File: src/rtl/vec_compare16.sv
// Combinational comparison of an inverter response against the bitwise inverse of its stimulus.
module vec_compare16 #(
    parameter int WIDTH = 16
) (
    input  logic [WIDTH-1:0] vec_in,
    input  logic [WIDTH-1:0] vec_out,
    output logic             match,
    output logic [WIDTH-1:0] mismatch_mask
);

    genvar gi;
    generate
        for (gi = 0; gi < WIDTH; gi++) begin : g_bit
            assign mismatch_mask[gi] = vec_out[gi] ^ ~vec_in[gi];
        end
    endgenerate

    assign match = ~|mismatch_mask;

endmodule

File: config.mk
export PLATFORM = sky130hd
export DESIGN_NAME = vec_compare16
export DESIGN_NICKNAME = d
export VERILOG_FILES = /design/src/rtl/vec_compare16.sv
export SDC_FILE = /design/constraint.sdc
export NUM_CORES = 1
export LEC_CHECK = 0
export BUFFER_PORTS_ARGS = -buffer_cell sky130_fd_sc_hd__buf_2
export CAP_MARGIN = 20
export CORE_AREA = 3 3 40 42
export DETAILED_ROUTE_END_ITERATION = 6
export DIE_AREA = 0 0 43 45
export GPL_TIMING_DRIVEN = 0
export PLACE_DENSITY_LB_ADDON = 0.1
export SLEW_MARGIN = 20
export SYNTH_ARGS = -nofsm -noshare
export SYNTH_HDL_FRONTEND = slang
export SYNTH_SLANG_ARGS = --single-unit
export TNS_END_PERCENT = 100
File: constraint.sdc
create_clock -name vclk -period 0.8
set_clock_uncertainty 0.05 [all_clocks]
set_input_delay 0.04 -clock vclk [all_inputs]
set_output_delay 0.04 -clock vclk [all_outputs]
set_load 0.02 [all_outputs]
==> results_dict.tcl <==
set metrics [dict create \
    die_x_um 43 \
    swShare_pct 47.88 \
    route.detailed.drc 0 \
    endpoint_kind "output port" \
    worst_pin_slew_ps 231.7 \
    ys.warnings.count 0 \
    num_rows 13 \
    path_max_fanout 2 \
    grt_pass1_wl_mm 1.283 \
    drv_slew 0 \
    utilization_pct 60.66 \
    final_cell_mix "32 x buf_2, 12 x buf_6, 8 x xnor2_2, 8 x xnor2_4, 4 x buf_4" \
    synth_cells 21 \
    synth-seq-area-share_pct 0 \
    ys_types 3 \
    maxSlewHeadroom_pct 84.42 \
    min_to "mismatch_mask[7]" \
    die_h_um 45 \
    wirelength_um 921 \
    hp-start "vec_out[7]" \
    final_common_cell "buf_2" \
    synth_area_leaders "xnor2_1 81%, nor4_1 14%, and4_1 5.0%" \
    setup_slack_ps -231.2 \
    wl_per_cell_um 10.84 \
    p_leak_nw 0.3694 \
    setup_violations 1 \
    drtIter0Drc 0 \
    p_seq_share_pct 0 \
    coreArea_um2 1285 \
    power.total_mw 0.6055 \
    antenna_found_initial 0 \
    rsz0062_at_grt "yes" \
    avgSynthCellArea_um2 8.282 \
    io_pins 49 \
    drive_gt1_share_pct 100.0 \
    p_clk_share_pct 0 \
    drtPass1Iterations 1 \
    grt_start_max_net_pins 3 \
    combPwrFrac_pct 100.0 \
    p_int_mw 0.3156 \
    ir_drop_v 0.0003912 \
    diodes 0 \
    nClkBuffers 0 \
    dp_cells 85 \
    hp-class "input port to output port" \
    period_share_pct 128.9 \
    fill_cells 101 \
    whs_path_depth 3 \
    post_cts_buffers 0 \
    status "finished, violations left" \
    grt_overflow_total 0 \
    fmax_mhz 969.8 \
    first_global_vias 317 \
    nets 104 \
    critPathLaunchType "input port" \
    cp.arrival_ps 940 \
    hpwl_um 809.6 \
    dr_total_vias 359 \
    criticalPathCategory "input port to output port" \
    regArea_um2 0 \
    power_switching_mw 0.2900 \
    stdcell_count 85 \
    maxCapViolations 0 \
    syn-num-nets 53 \
    synth_top_cell_by_area "xnor2_1" \
    min_period_ps 1031 \
    die_area_um2 1935 \
    seq_cells 0 \
    required_ps 710 \
    viasPerCell 4.224 \
    yosysTopAreaCellShare_pct 80.58 \
    fin_hold_ws_ps 324.6 \
    syn_to_final_growth_pct 348.2 \
    port_buffers 49 \
    initial_utilization_pct 13.53 \
    gp_congestion 0.5737 \
    hold_violations 0 \
    violations "negative setup slack" \
    grt_use_total_pct 8.104 \
    powerDensity_nw_per_um2 776.8 \
    netlist_area_um2 173.9 \
    ant_nets 0 \
]
[repair_timing]
action | 4_1_cts | 5_1_grt
endpoints found under the setup margin | 1 | 1
resized for setup | 18 | 13
gates cloned | 0 | 0
hold buffers | 0 | 0
pin swaps | 10 | 7
[routing by layer]
| metal | wire length [um] | track usage, % | vias up | share of wire [%] |
|---|---|---|---|---|
| li1 | - | - | 172 | - |
| met1 | 250 | 8.759 | 153 | 27 |
| met3 | 158 | 2.390 | 0 | 17 |
| met2 | 512 | 16.47 | 34 | 56 |
| met5 | 0 | 0 | - | 0 |
| met4 | 0 | 0 | 0 | 0 |
[cell type report]
type                       instances  area [um2]  area share (%)
timing repair buffer              49       340.3           43.66
multi-input combinational         21       420.4           53.93
tap                               15       18.77           2.408
[how the worst max path moves through the flow]
stage / from / end / slack (ps) / cells past startpoint
6_report: vec_out[14] / match / -230 / 5
5_1_grt: vec_out[15] / match / -270 / 5
4_1_cts: vec_in[10] / match / -230 / 5
3_5_place_dp: vec_out[9] / match / -350 / 5
3_3_place_gp: vec_out[1] / match / -350 / 5
2_1_floorplan: vec_out[15] / match / -40 / 3
[through the flow]
step,worst slack [ps],TNS [ps],area [um2]
floorplan,-40.44,-40.44,385.4
global placement,-353.5,-353.5,649.4
detailed placement,-349.5,-349.5,649.4
CTS,-234.9,-234.9,735.7
global route,-267.4,-267.4,779.5
finish,-231.2,-231.2,779.5
[cells by family after synthesis]
kind of cell	Yosys count	synth area share, %
and+or+nand+nor	5	19.42
xor gates and xnor gates	16	80.57
[synth_stat cells]
library cell and count:
and4_1 1, xnor2_1 16, nor4_1 4
[critical path: stages]
cell and delay (ps):
buf_2 110, xnor2_2 130, nor4_2 290, and4_4 250, buf_6 110
[power by group through the flow]
stage	Combinational, mW	Sequential [mW]	Clock, mW
6_report	0.606	0	0
5_1_grt	0.637	0	0
4_1_cts	0.581	0	0
3_5_place_dp	0.534	0	0
3_3_place_gp	0.530	0	0
2_1_floorplan	0.307	0	0
Note: power is estimated with default switching activity, not from simulation.
